`src/rtl/wb_pkg.sv`:
```
// Shared types and constants for the integer-register writeback path.
package wb_pkg;

  localparam logic [2:0] F3_LB  = 3'b000;
  localparam logic [2:0] F3_LH  = 3'b001;
  localparam logic [2:0] F3_LW  = 3'b010;
  localparam logic [2:0] F3_LBU = 3'b100;
  localparam logic [2:0] F3_LHU = 3'b101;

  typedef struct packed {
    logic [4:0]  rd;
    logic [31:0] data;
  } wb_entry_t;

  function automatic logic [31:0] rd_onehot(input logic [4:0] rd);
    rd_onehot = 32'd1 << rd;
  endfunction

endpackage

```
`src/rtl/load_align.sv`:
```
// Extracts the addressed byte/halfword of a load word and sign/zero-extends it.
// Purely combinational so the store-forwarding path can reuse it.
module load_align
  import wb_pkg::*;
(
  input  logic [2:0]  funct3,
  input  logic [1:0]  addr_lo,
  input  logic [31:0] rdata,
  output logic [31:0] data
);

  logic [7:0]  byte_sel;
  logic [15:0] half_sel;

  always_comb begin
    byte_sel = rdata[7:0];
    case (addr_lo)
      2'd1:    byte_sel = rdata[15:8];
      2'd2:    byte_sel = rdata[23:16];
      2'd3:    byte_sel = rdata[31:24];
      default: byte_sel = rdata[7:0];
    endcase
    half_sel = addr_lo[1] ? rdata[31:16] : rdata[15:0];

    // Unknown encodings fall back to the full word.
    case (funct3)
      F3_LB:   data = {{24{byte_sel[7]}}, byte_sel};
      F3_LBU:  data = {24'h000000, byte_sel};
      F3_LH:   data = {{16{half_sel[15]}}, half_sel};
      F3_LHU:  data = {16'h0000, half_sel};
      default: data = rdata;
    endcase
  end

endmodule

```
`src/rtl/writeback_unit.sv`:
```
// Regfile write-port arbiter: ALU results vs. queued load responses with starvation relief.
// Optional WB_LOAD_BYPASS_EN lets a load skip the empty queue when the port is idle.
module writeback_unit
  import wb_pkg::*;
#(
  parameter int QUEUE_DEPTH  = 2,
  parameter int STARVE_LIMIT = 3
) (
  input  logic        clk,
  input  logic        reset_n,
  input  logic        alu_valid,
  input  logic [4:0]  alu_rd,
  input  logic [31:0] alu_result,
  output logic        alu_stall,
  input  logic        lsu_valid,
  output logic        lsu_ready,
  input  logic [4:0]  lsu_rd,
  input  logic [2:0]  lsu_funct3,
  input  logic [1:0]  lsu_addr_lo,
  input  logic [31:0] lsu_rdata,
  output logic [4:0]  wb_addr,
  output logic [31:0] wb_data,
  output logic        wb_write,
  output logic [31:0] pending_mask
);

  localparam int PTR_W = $clog2(QUEUE_DEPTH);
  localparam int CNT_W = PTR_W + 1;
  localparam logic [CNT_W-1:0] DEPTH_C = CNT_W'(QUEUE_DEPTH);
  localparam logic [3:0]       LIMIT_C = 4'(STARVE_LIMIT);

  wb_entry_t        mem_q [QUEUE_DEPTH];
  wb_entry_t        mem_d [QUEUE_DEPTH];
  logic [PTR_W-1:0] rd_ptr_q, rd_ptr_d;
  logic [PTR_W-1:0] wr_ptr_q, wr_ptr_d;
  logic [CNT_W-1:0] count_q, count_d;
  logic [3:0]       starve_q, starve_d;
  logic             alu_stall_q, alu_stall_d;
  logic             wb_write_q, wb_write_d;
  logic [4:0]       wb_addr_q, wb_addr_d;
  logic [31:0]      wb_data_q, wb_data_d;

  logic [31:0] load_data;
  wb_entry_t   head;
  logic        fifo_empty, fifo_full, lsu_accept;
  logic        alu_cand, head_cand, bypass, enq;
  logic        alu_win, head_win;
  logic [31:0] pend;

  load_align u_load_align (
    .funct3  (lsu_funct3),
    .addr_lo (lsu_addr_lo),
    .rdata   (lsu_rdata),
    .data    (load_data)
  );

  assign fifo_empty = (count_q == '0);
  assign fifo_full  = (count_q == DEPTH_C);
  assign lsu_accept = lsu_valid && !fifo_full;
  assign head       = mem_q[rd_ptr_q];
  assign alu_cand   = alu_valid && (alu_rd != 5'd0);
  assign head_cand  = !fifo_empty;

`ifdef WB_LOAD_BYPASS_EN
  assign bypass = lsu_accept && (lsu_rd != 5'd0) && fifo_empty && !alu_cand && !alu_stall_q;
`else
  assign bypass = 1'b0;
`endif

  // rd==0 loads are acknowledged but never occupy a slot.
  assign enq = lsu_accept && (lsu_rd != 5'd0) && !bypass;

  always_comb begin
    head_win = 1'b0;
    alu_win  = 1'b0;
    if (alu_stall_q) begin
      head_win = head_cand;
    end else if (alu_cand) begin
      alu_win = 1'b1;
    end else begin
      head_win = head_cand;
    end
  end

  always_comb begin
    mem_d    = mem_q;
    wr_ptr_d = wr_ptr_q;
    rd_ptr_d = rd_ptr_q;
    count_d  = count_q;
    if (enq) begin
      mem_d[wr_ptr_q] = '{rd: lsu_rd, data: load_data};
      wr_ptr_d        = wr_ptr_q + PTR_W'(1);
    end
    if (head_win) begin
      rd_ptr_d = rd_ptr_q + PTR_W'(1);
    end
    case ({enq, head_win})
      2'b10:   count_d = count_q + CNT_W'(1);
      2'b01:   count_d = count_q - CNT_W'(1);
      default: count_d = count_q;
    endcase
  end

  always_comb begin
    starve_d    = starve_q;
    alu_stall_d = 1'b0;
    if (head_win) begin
      starve_d = '0;
    end else if (head_cand) begin
      if (starve_q != LIMIT_C) begin
        starve_d = starve_q + 4'd1;
      end
      alu_stall_d = (starve_d == LIMIT_C);
    end

    wb_write_d = alu_win || head_win || bypass;
    wb_addr_d  = wb_addr_q;
    wb_data_d  = wb_data_q;
    if (head_win) begin
      wb_addr_d = head.rd;
      wb_data_d = head.data;
    end else if (alu_win) begin
      wb_addr_d = alu_rd;
      wb_data_d = alu_result;
    end else if (bypass) begin
      wb_addr_d = lsu_rd;
      wb_data_d = load_data;
    end
  end

  // Only occupied slots, walked from the head, contribute to the mask.
  always_comb begin
    pend = '0;
    for (int i = 0; i < QUEUE_DEPTH; i++) begin
      if (CNT_W'(i) < count_q) begin
        pend = pend | rd_onehot(mem_q[rd_ptr_q + PTR_W'(i)].rd);
      end
    end
    pend[0] = 1'b0;
  end

  always_ff @(posedge clk) begin
    mem_q <= mem_d;
  end

  always_ff @(posedge clk or negedge reset_n) begin
    if (!reset_n) begin
      rd_ptr_q    <= '0;
      wr_ptr_q    <= '0;
      count_q     <= '0;
      starve_q    <= '0;
      alu_stall_q <= 1'b0;
      wb_write_q  <= 1'b0;
      wb_addr_q   <= '0;
      wb_data_q   <= '0;
    end else begin
      rd_ptr_q    <= rd_ptr_d;
      wr_ptr_q    <= wr_ptr_d;
      count_q     <= count_d;
      starve_q    <= starve_d;
      alu_stall_q <= alu_stall_d;
      wb_write_q  <= wb_write_d;
      wb_addr_q   <= wb_addr_d;
      wb_data_q   <= wb_data_d;
    end
  end

  assign lsu_ready    = !fifo_full;
  assign alu_stall    = alu_stall_q;
  assign wb_write     = wb_write_q;
  assign wb_addr      = wb_addr_q;
  assign wb_data      = wb_data_q;
  assign pending_mask = pend;

endmodule

```
`config.mk`:
```
export PLATFORM = sky130hd
export DESIGN_NAME = writeback_unit
export DESIGN_NICKNAME = d
export VERILOG_FILES = /design/src/rtl/wb_pkg.sv /design/src/rtl/load_align.sv /design/src/rtl/writeback_unit.sv
export SDC_FILE = /design/constraint.sdc
export NUM_CORES = 1
export LEC_CHECK = 0
export CAP_MARGIN = 5
export CORE_UTILIZATION = 40
export CTS_CLUSTER_SIZE = 8
export DETAILED_ROUTE_END_ITERATION = 8
export DONT_BUFFER_PORTS = 1
export PLACE_DENSITY = 0.64
export SYNTH_ARGS = -nofsm -noshare
export SYNTH_HDL_FRONTEND = slang
export SYNTH_HIERARCHICAL = 1
export SYNTH_SLANG_ARGS = --single-unit
```
`constraint.sdc`:
```
create_clock -name clk -period 2.7 [get_ports clk]
set_input_delay 0.81 -clock clk [delete_from_list [all_inputs] [get_ports clk]]
set_output_delay 0.81 -clock clk [all_outputs]
set_load 0.01 [all_outputs]
```
# After elaboration in Yosys (flattened, before gate mapping)

Index checks and enable logic that the tools add are counted.

Register bits: 121
Input port bits: 83

$add $sub $neg: 5
Magnitude comparators: 6
Equality and inequality tests: 12
Shift operators: 2
Muxes and demuxes: 30
Bitwise operators: 4
Reductions and logical operators: 13

Operators with widths:

| kind                                                                         | count |
|---|---|
| 37-bit two-way mux                                                           | 7 |
| 32-bit two-way mux                                                           | 4 |
| 32-bit one-hot mux with 4 select lines                                       | 1 |
| 74-bit bitwise mux                                                           | 1 |
| 1-bit by 5-bit << shifter with 32-bit output (first input constant)          | 2 |
| 37-bit demux with 1-bit select                                               | 1 |
| 32-bit bitwise OR                                                            | 1 |
| 8-bit one-hot mux with 3 select lines                                        | 1 |
| 4-bit two-way mux                                                            | 5 |
| 16-bit two-way mux                                                           | 1 |
| 5-bit two-way mux                                                            | 2 |
| 5-bit nonzero test                                                           | 2 |
| 2-bit equality test (second input constant)                                  | 4 |
| 3-bit equality test (second input constant)                                  | 2 |
| 2-bit greater-or-equal comparator (second input constant)                    | 3 |
| 1-bit two-way mux                                                            | 6 |
| 1-bit inverter with 2-bit output                                             | 3 |
| 4-bit by 1-bit adder with 4-bit output (second input constant)               | 1 |
| 2-bit by 1-bit equality test with 1-bit output (second input constant)       | 2 |
| 4-bit by 2-bit equality test with 1-bit output (second input constant)       | 1 |
| 1-bit logical AND                                                            | 4 |
| 1-bit by 2-bit less-than comparator with 1-bit output (first input constant) | 2 |
| 4-bit by 2-bit != test with 1-bit output (second input constant)             | 1 |
| 2-bit one-hot mux with 2 select lines                                        | 1 |
| 11 further kinds                                                             | 14 |

# Depth between registers and ports, before layout

Gate-level depths: netlist of run 1.

Word-level depth: 8
Depth in mapped cells: 8
Depth with buffers taken out: 7

# Modules after synthesis

The synthesis of run 1 kept the hierarchy.

By module, submodules not included:

| module         | times used | cells an instance | area an instance (um^2) |
|---|---|---|---|
| writeback_unit | 1          | 411               | 5507.8 |
| load_align     | 1          | 111               | 668.1 |

# Least setup slack after synthesis of run 1

Ideal clock, no wire load.

Path kind: input to register
From: in lsu_rd[3]
To: reg mem_q[0] (netlist bit), enable pin
Library setup time: 431 ps
Arrival time: 2611 ps
Data required time: 2269 ps
Setup slack: -343 ps
Cell stages on the path: 3
Buffers on the path: 0
Path through: or4_1 -> o211ai_2 -> nor2_1

Word-level cells in the longest chain between the ends: 2

RTL lines:

| what                 | RTL line              | text |
|---|---|---|
| start, declared      | writeback_unit.sv:17  | `input logic [4:0] lsu_rd,` |
| 5-bit nonzero test   | writeback_unit.sv:71  | `assign enq = lsu_accept && (lsu_rd != 5'd0) && !bypass;` |
| 1-bit logical AND    | writeback_unit.sv:71  |  |
| end signal, assigned | writeback_unit.sv:143 | `mem_q <= mem_d;` |
| end, declared        | writeback_unit.sv:32  | `wb_entry_t mem_q [QUEUE_DEPTH];` |

Every way passes these cells.
A chain may end at the register's enable or synchronous reset.

# Worst setup path in the final report of run 1

From: reg rd_ptr_q
To: out pending_mask[13]

Word-level cells in the longest chain between the ends: 8

RTL lines:

| what                                                                                                     | RTL line                            | text |
|---|---|---|
| start, declared                                                                                          | writeback_unit.sv:34                | `logic [PTR_W-1:0] rd_ptr_q, rd_ptr_d;` |
| start signal, assigned                                                                                   | writeback_unit.sv:157               | `rd_ptr_q <= rd_ptr_d;` |
| 1-bit adder or 1-bit inverter with 2-bit output (tied branches)                                          | writeback_unit.sv:136               | `pend = pend \| rd_onehot(mem_q[rd_ptr_q + PTR_W'(i)].rd);` |
| 1-bit inverter with 2-bit output (not written as such) or 37-bit two-way mux (tied branches)             | writeback_unit.sv:136               |  |
| 37-bit two-way mux (not written as such) (2 in series)                                                   | writeback_unit.sv:136               |  |
| 37-bit two-way mux (not written as such) or 1-bit by 5-bit << shifter with 32-bit output (tied branches) | writeback_unit.sv:136, wb_pkg.sv:16 |  |
| 1-bit by 5-bit << shifter with 32-bit output or 32-bit two-way mux (tied branches)                       | wb_pkg.sv:16, writeback_unit.sv:135 |  |
| 32-bit bitwise OR                                                                                        | writeback_unit.sv:136               |  |
| 32-bit two-way mux (*)                                                                                   | writeback_unit.sv:135               | `if (CNT_W'(i) < count_q) begin` |
| end, declared                                                                                            | writeback_unit.sv:24                | `output logic [31:0] pending_mask` |

Mark *: on every way between the ends. The rest lies on a longest branch, timed or not. The select of a mux whose other input is x is not followed.

==> results.json, run 1 <==
{
  "grt_max_degree": 48,
  "number_of_maximum_capacitance_violations": 0,
  "syn-mean-instance-area_um2": 11.8,
  "clock-sinks": 121,
  "grt_use_total_pct": 20.8,
  "power_leakage_uw": 0.00287,
  "cp_data_required_time_ns": 1.89,
  "place.gp.congestion": 0.912,
  "critical-path-top-delay-family": "compound AO/OA/AOI/OAI gates",
  "synth_cells": 522,
  "outcome": "complete, but fails checks",
  "initial_antenna_violation_count": 0,
  "post_synthesis_net_count": 611,
  "std_cell_rows": 45,
  "nFillCells": 1328,
  "drc_errors": 0,
  "numPortBuffers": 0,
  "period_minus_slack_ns": 2.89,
  "post_cts_hold_buffer_count": 0,
  "finish.net_count": 616,
  "synth-edff-count": 74,
  "cts_made_buffers": 17,
  "i_o_pin_count": 155,
  "ctsHtreeMaxLevel": 4,
  "1st_iter_drt_viols": 319,
  "die_w_um": 126,
  "synth_ff_type": "sky130_fd_sc_hd__edfxtp_1",
  "initial_core_util_pct": 40.8,
  "worst_skew_late_latency_ns": 0.41,
  "report.final.hold_viol_count": 0,
  "cell_by_cell_listing_of_the_critical_path": "buf_12, nor3b_1, o21ai_2, o22ai_2",
  "area_used_by_multi_input_combinational_logic_mm2": 0.00318,
  "ir_drop_v": 0.000592,
  "area_taken_by_flip_flops_and_latches_mm2": 0.00340,
  "max_stage_delay_ns": 0.50,
  "fin_setup_tns_ns": -2.28,
  "post-route-cell-area_mm2": 0.00765,
  "place_ws_ns": 0.262,
  "total_power_uw": 8950,
  "synth_largest_area_cell": "sky130_fd_sc_hd__edfxtp_1",
  "die_height_um": 126,
  "crit_arrival_ns": 2.08,
  "path_class": "register to output pin",
  "clk_root_buffer_cell": "sky130_fd_sc_hd__clkbuf_16",
  "routed_via_density": 5.99,
  "cp_num_buf_inv": 1,
  "violations_in_the_final_reports": "setup timing",
  "yosys-top-cells-area": "sky130_fd_sc_hd__edfxtp_1 36%, sky130_fd_sc_hd__dfrtp_1 19%, sky130_fd_sc_hd__mux2_2 7.3%, sky130_fd_sc_hd__mux2i_1 7.0%, sky130_fd_sc_hd__nand2_1 4.5%",
  "tritoncts": "yes",
  "slowest_stage": "sky130_fd_sc_hd__nor3b_1",
  "detail_route_antenna_nets": 0,
  "flow.area_growth_from_synthesis_pct": 23.9,
  "routed_wire_length_per_instance_um": 23.2,
  "final_setup_violation_count": 29,
  "grt_pass1_wl_um": 24900,
  "report.final.slew_viol_count": 0,
  "dpl.hpwl_um": 10200,
  "routed_wl_um": 16900,
  "fmax_achieved_mhz": 346,
  "yosysWarningCount": 6,
  "largest_driver_fanout_on_the_critical_path": 21,
  "synth_commonest_cells": "74 x sky130_fd_sc_hd__edfxtp_1, 74 x sky130_fd_sc_hd__nand2_1, 47 x sky130_fd_sc_hd__dfrtp_1",
  "hold_class": "primary input to async pin",
  "crit_path_start_kind": "register",
  "globalRouteOverflowTotal": 0,
  "least_margin_pin_slew_ns": 0.599,
  "setup_repair_after_global_routing_missed_its_margin": "true",
  "power_density_mw_per_mm2": 1170,
  "timing.final.crit_share_pct": 107,
  "coreArea_mm2": 0.0151,
  "post_synth_num_cell_types": 50,
  "first_global_vias": 4334,
  "via_count": 4361,
  "layout-drive-gt1-share_pct": 30.4,
  "cts.clk_slew.worst_paths_ns": 0.06,
  "end_kind": "output pin",
  "placement.cell_area_mm2": 0.00636,
  "async_flop_share_pct": 38.8,
  "ant_cells": 0,
  "die-area_mm2": 0.0159,
  "syn_area_mm2": 0.00618,
  "drt_first_pass_iters": 4,
  "synth_seq_area_share_pct": 55.0,
  "clk_path_buf_depth": 2,
  "synth_top_area_share_pct": 36.0,
  "fin_worst_skew_ns": 0.0131,
  "ys_ff_latch": 121,
  "timing.final.ws_setup_ns": -0.189,
  "final_util_pct": 50.5,
  "max_slew_margin_pct": 60.1
}
[cells in the final DEF, fill, tap and decap left out, types with 9 or more instances in the layout]
cell type	netlist	final
sky130_fd_sc_hd__o22ai_2	1	18
sky130_fd_sc_hd__clkbuf_16	0	19
sky130_fd_sc_hd__buf_4	5	13
sky130_fd_sc_hd__o21ai_0	46	38
sky130_fd_sc_hd__nand2_1	74	74
sky130_fd_sc_hd__o21ai_1	8	9
sky130_fd_sc_hd__o22ai_4	1	15
sky130_fd_sc_hd__a21o_1	17	17
sky130_fd_sc_hd__dfrtp_1	47	46
sky130_fd_sc_hd__mux2_2	40	39
sky130_fd_sc_hd__edfxtp_1	74	74
sky130_fd_sc_hd__mux2i_1	43	37
sky130_fd_sc_hd__nand3_4	0	10
[path summary, 6_finish.rpt]
| kind | end | cells past startpoint | startpoint | slack (ns) |
|---|---|---|---|---|
| min in group clk | mem_q[69] | 0 | lsu_rd[0] | 0.49 |
| max | pending_mask[13] | 4 | rd_ptr_q | -0.19 |
| min | wb_addr[3] | 0 | reset_n | 0.09 |
| min reg2reg | count_q[1] | 2 | count_q[1] | 0.55 |
| max reg2reg | count_q[1] | 8 | count_q[0] | 0.44 |
| max in group asynchronous | rd_ptr_q | 0 | reset_n | 2.50 |
[routing by layer]
metal	track usage, %	vias to the layer above	wire (um)
met5	0	-	0
met4	8.22	0	526
met3	6.58	44	1180
met2	33.9	193	8420
met1	25.7	2149	6750
li1	-	1975	-
[state kept, by name (all words and copies together), names as in the netlist]
register   cells
mem_q         74
wb_data       32
wb_addr        5
starve_q       4
count_q        2
alu_stall      1
rd_ptr_q       1
wb_write       1
wr_ptr_q       1
[cell families (layout without fill, tap and decap cells)]
group / Yosys count / in the layout / synth area share (%)
and+or+nand+nor: 128 / 128 / 9.95
buffers and inverters: 40 / 58 / 3.24
other: 1 / 1 / 0.0607
muxes: 91 / 91 / 16.0
AOI/OAI and AO/OA: 130 / 130 / 13.8
adders and majority gates: 6 / 6 / 1.22
xor gates and xnor gates: 5 / 5 / 0.709
DFF: 121 / 121 / 55.0
[stage by stage]
stage          hold slack [ns]  std cells
2_1_floorplan            0.468        522
3_3_place_gp             0.494        686
3_5_place_dp             0.515        686
4_1_cts                 0.0714        720
5_1_grt                 0.0712        728
6_report                0.0924        728
[repair_timing]
item                                    4_1_cts  5_1_grt
cloned                                        0        0
resized for setup                            81       27
endpoints found under the setup margin       31       31
setup buffers                                 2        8
pin swaps                                     6        8
[layout make-up]
cell class / count / area share [%]
multi-input cells: 361 / 41.5
clock buffers: 27 / 7.26
well taps: 188 / 3.07
clock inverters: 5 / 0.686
repair buffers: 18 / 2.58
flip-flops and latches: 121 / 44.4
inverters: 8 / 0.441
[power by group]
| part | switching [uW] | total [uW] | internal, uW | leakage, uW |
|---|---|---|---|---|
| clock network | 801 | 2300 | 1500 | 0.000305 |
| logic | 2030 | 3470 | 1440 | 0.00131 |
| registers | 537 | 3190 | 2650 | 0.00126 |
| total | 3360 | 8950 | 5590 | 0.00287 |
(Power assumes the default switching activity.)
==> run 2: changes to the inputs <==
--- a/config.mk
+++ b/config.mk
@@ -10,6 +10,7 @@
 export CTS_CLUSTER_SIZE = 8
 export DETAILED_ROUTE_END_ITERATION = 8
 export DONT_BUFFER_PORTS = 1
+export HOLD_SLACK_MARGIN = 0.06
 export PLACE_DENSITY = 0.64
 export SYNTH_ARGS = -nofsm -noshare
 export SYNTH_HDL_FRONTEND = slang
==> results of run 2 <==
Same layout as run 1: the final DEF is identical, and so are final timing and power.
==> run 3: changes to the inputs <==
--- a/config.mk
+++ b/config.mk
@@ -6,12 +6,12 @@
 export NUM_CORES = 1
 export LEC_CHECK = 0
 export CAP_MARGIN = 5
-export CORE_UTILIZATION = 40
+export CORE_UTILIZATION = 55
 export CTS_CLUSTER_SIZE = 8
 export DETAILED_ROUTE_END_ITERATION = 8
 export DONT_BUFFER_PORTS = 1
 export HOLD_SLACK_MARGIN = 0.06
-export PLACE_DENSITY = 0.64
+export PLACE_DENSITY = 0.81
 export SYNTH_ARGS = -nofsm -noshare
 export SYNTH_HDL_FRONTEND = slang
 export SYNTH_HIERARCHICAL = 1
==> results.json, run 3 (synthesis gave the netlist of run 1 again) <==
{
  "outcome": "complete, but fails checks",
  "violations_in_the_final_reports": "setup timing",
  "least_margin_pin_slew_ns": 0.616,
  "area_used_by_multi_input_combinational_logic_mm2": 0.00305,
  "clock-sinks": 121,
  "nFillCells": 732,
  "regMostFlops": "mem_q",
  "number_of_maximum_capacitance_violations": 0,
  "capture_instance_of_the_worst_register_to_register_path": "count_q[1]",
  "hold_slack_ns": 0.143,
  "via_count": 4308,
  "first_global_vias": 4283,
  "hold_class": "primary input to async pin",
  "die_w_um": 108,
  "max_stage_delay_ns": 0.47,
  "die_height_um": 108,
  "ctsHtreeMaxLevel": 4,
  "layout-drive-gt1-share_pct": 30.4,
  "clk_root_buffer_cell": "sky130_fd_sc_hd__clkbuf_8",
  "cts.clk_slew.worst_paths_ns": 0.06,
  "timing.final.crit_share_pct": 107,
  "die-area_mm2": 0.0117,
  "globalRouteOverflowTotal": 0,
  "worst_skew_late_latency_ns": 0.52,
  "cts_made_buffers": 17,
  "placement.cell_area_mm2": 0.00629,
  "largest_driver_fanout_on_the_critical_path": 8,
  "detail_route_antenna_nets": 0,
  "largest_reg_flops": 74,
  "cp_data_required_time_ns": 1.89,
  "final_util_pct": 69.0,
  "ir_drop_v": 0.000535,
  "grt_max_degree": 69,
  "total_power_uw": 8770,
  "report.final.slew_viol_count": 0,
  "setup_repair_after_global_routing_missed_its_margin": "true",
  "routed_wl_um": 15100,
  "end_kind": "output pin",
  "i_o_pin_count": 155,
  "place.gp.congestion": 0.876,
  "fin_worst_skew_ns": 0.00747,
  "fmax_achieved_mhz": 345,
  "routed_wire_length_per_instance_um": 22.0,
  "clk_path_buf_depth": 2,
  "final_setup_violation_count": 30,
  "area_taken_by_flip_flops_and_latches_mm2": 0.00340,
  "crit_path_start_kind": "register",
  "slowest_stage": "sky130_fd_sc_hd__or3_4",
  "drt_first_pass_iters": 5,
  "crit_arrival_ns": 2.08,
  "timing.final.ws_setup_ns": -0.194,
  "finish.net_count": 619,
  "mostFrequentLayoutCells": "74 x sky130_fd_sc_hd__nand2_1, 74 x sky130_fd_sc_hd__edfxtp_1, 46 x sky130_fd_sc_hd__dfrtp_1",
  "grt_use_total_pct": 26.8,
  "reg2reg_setup_slack_ns": 0.40,
  "report.final.hold_viol_count": 0,
  "1st_iter_drt_viols": 328,
  "critical_path.reg2reg.startpoint": "count_q[0]",
  "path_class": "register to output pin",
  "drc_errors": 0,
  "ant_cells": 0,
  "initial_core_util_pct": 56.7,
  "cell_by_cell_listing_of_the_critical_path": "mux2_4, or3_4, o22ai_2, buf_4",
  "post-route-cell-area_mm2": 0.00751,
  "worst-r2r-cell-count": 7,
  "routed_via_density": 6.31,
  "grt_pass1_wl_um": 23000,
  "place_ws_ns": 0.281,
  "power_density_mw_per_mm2": 1170,
  "std_cell_rows": 38,
  "max_slew_margin_pct": 58.8,
  "period_minus_slack_ns": 2.89,
  "tritoncts": "yes",
  "numPortBuffers": 0,
  "dpl.hpwl_um": 9960,
  "coreArea_mm2": 0.0109,
  "initial_antenna_violation_count": 0,
  "flow.area_growth_from_synthesis_pct": 21.6,
  "power_leakage_uw": 0.00289
}
run 3: cell types whose count changed in the layout (fill, tap and decap cells not counted), moves of 2 or more:
| cell | previous run | this run |
|---|---|---|
| sky130_fd_sc_hd__buf_4 | 13 | 15 |
| sky130_fd_sc_hd__bufinv_16 | 1 | 4 |
| sky130_fd_sc_hd__clkbuf_16 | 19 | 16 |
| sky130_fd_sc_hd__inv_4 | 2 | 0 |
| sky130_fd_sc_hd__nand3_2 | 4 | 8 |
| sky130_fd_sc_hd__nand3_4 | 10 | 5 |
| sky130_fd_sc_hd__o22ai_1 | 0 | 3 |
| sky130_fd_sc_hd__o22ai_2 | 18 | 25 |
| sky130_fd_sc_hd__o22ai_4 | 15 | 5 |
run 3: cell type report:
type	instances	area share, %
Multi-Input combinational cell	361	40.6
Tap cell	140	2.33
Clock inverter	8	1.90
Timing Repair Buffer	21	3.08
Inverter	8	0.450
Clock buffer	24	6.40
Sequential cell	121	45.3
run 3: timing repair:
item                                    in CTS  in global routing
cloned                                       0                  0
setup buffers                                6                  5
hold buffers                                 1                  0
endpoints found under the hold margin       47                  0
pin swaps                                    6                  1
gates resized for setup                     84                  8
endpoints found under the setup margin      31                 31
run 3: how the worst max path moves through the flow:
stage	startpoint	endpoint	slack, ns
global route	rd_ptr_q	pending_mask[16]	-0.23
CTS	rd_ptr_q	pending_mask[19]	-0.18
floorplan	lsu_rd[3]	mem_q[0]	-0.34
detailed placement	rd_ptr_q	pending_mask[19]	0.28
global placement	rd_ptr_q	pending_mask[19]	0.30
finish	rd_ptr_q	pending_mask[23]	-0.19
run 3: worst max-delay path: cells and delay by family (launching register included):
family | cells | cell delay (ns)
AO/OA/AOI/OAI | 1 | 0.17
buffers and inverters | 1 | 0.14
flip-flops | 1 | 0.45
multiplexers | 1 | 0.33
AND/OR/NAND/NOR | 1 | 0.47
run 3: metal layers:
layer / GRT usage [%] / up-vias / part of all wire (%)
li1: - / 1977 / -
met1: 33.8 / 2131 / 41
met2: 43.1 / 178 / 50
met3: 8.80 / 22 / 7.5
met4: 10.1 / 0 / 1.8
met5: 0 / - / 0
run 3: through the flow:
step | cells | TNS, ns
finish | 683 | -3.41
global route | 683 | -4.92
CTS | 678 | -2.67
detailed placement | 639 | 0
global placement | 639 | 0
floorplan | 522 | -25.36
run 3: power by group:
part           internal (uW)  switching (uW)  leakage, uW
combinational           1390            1840      0.00133
sequential              2650             532      0.00126
clock                   1590             756     0.000305
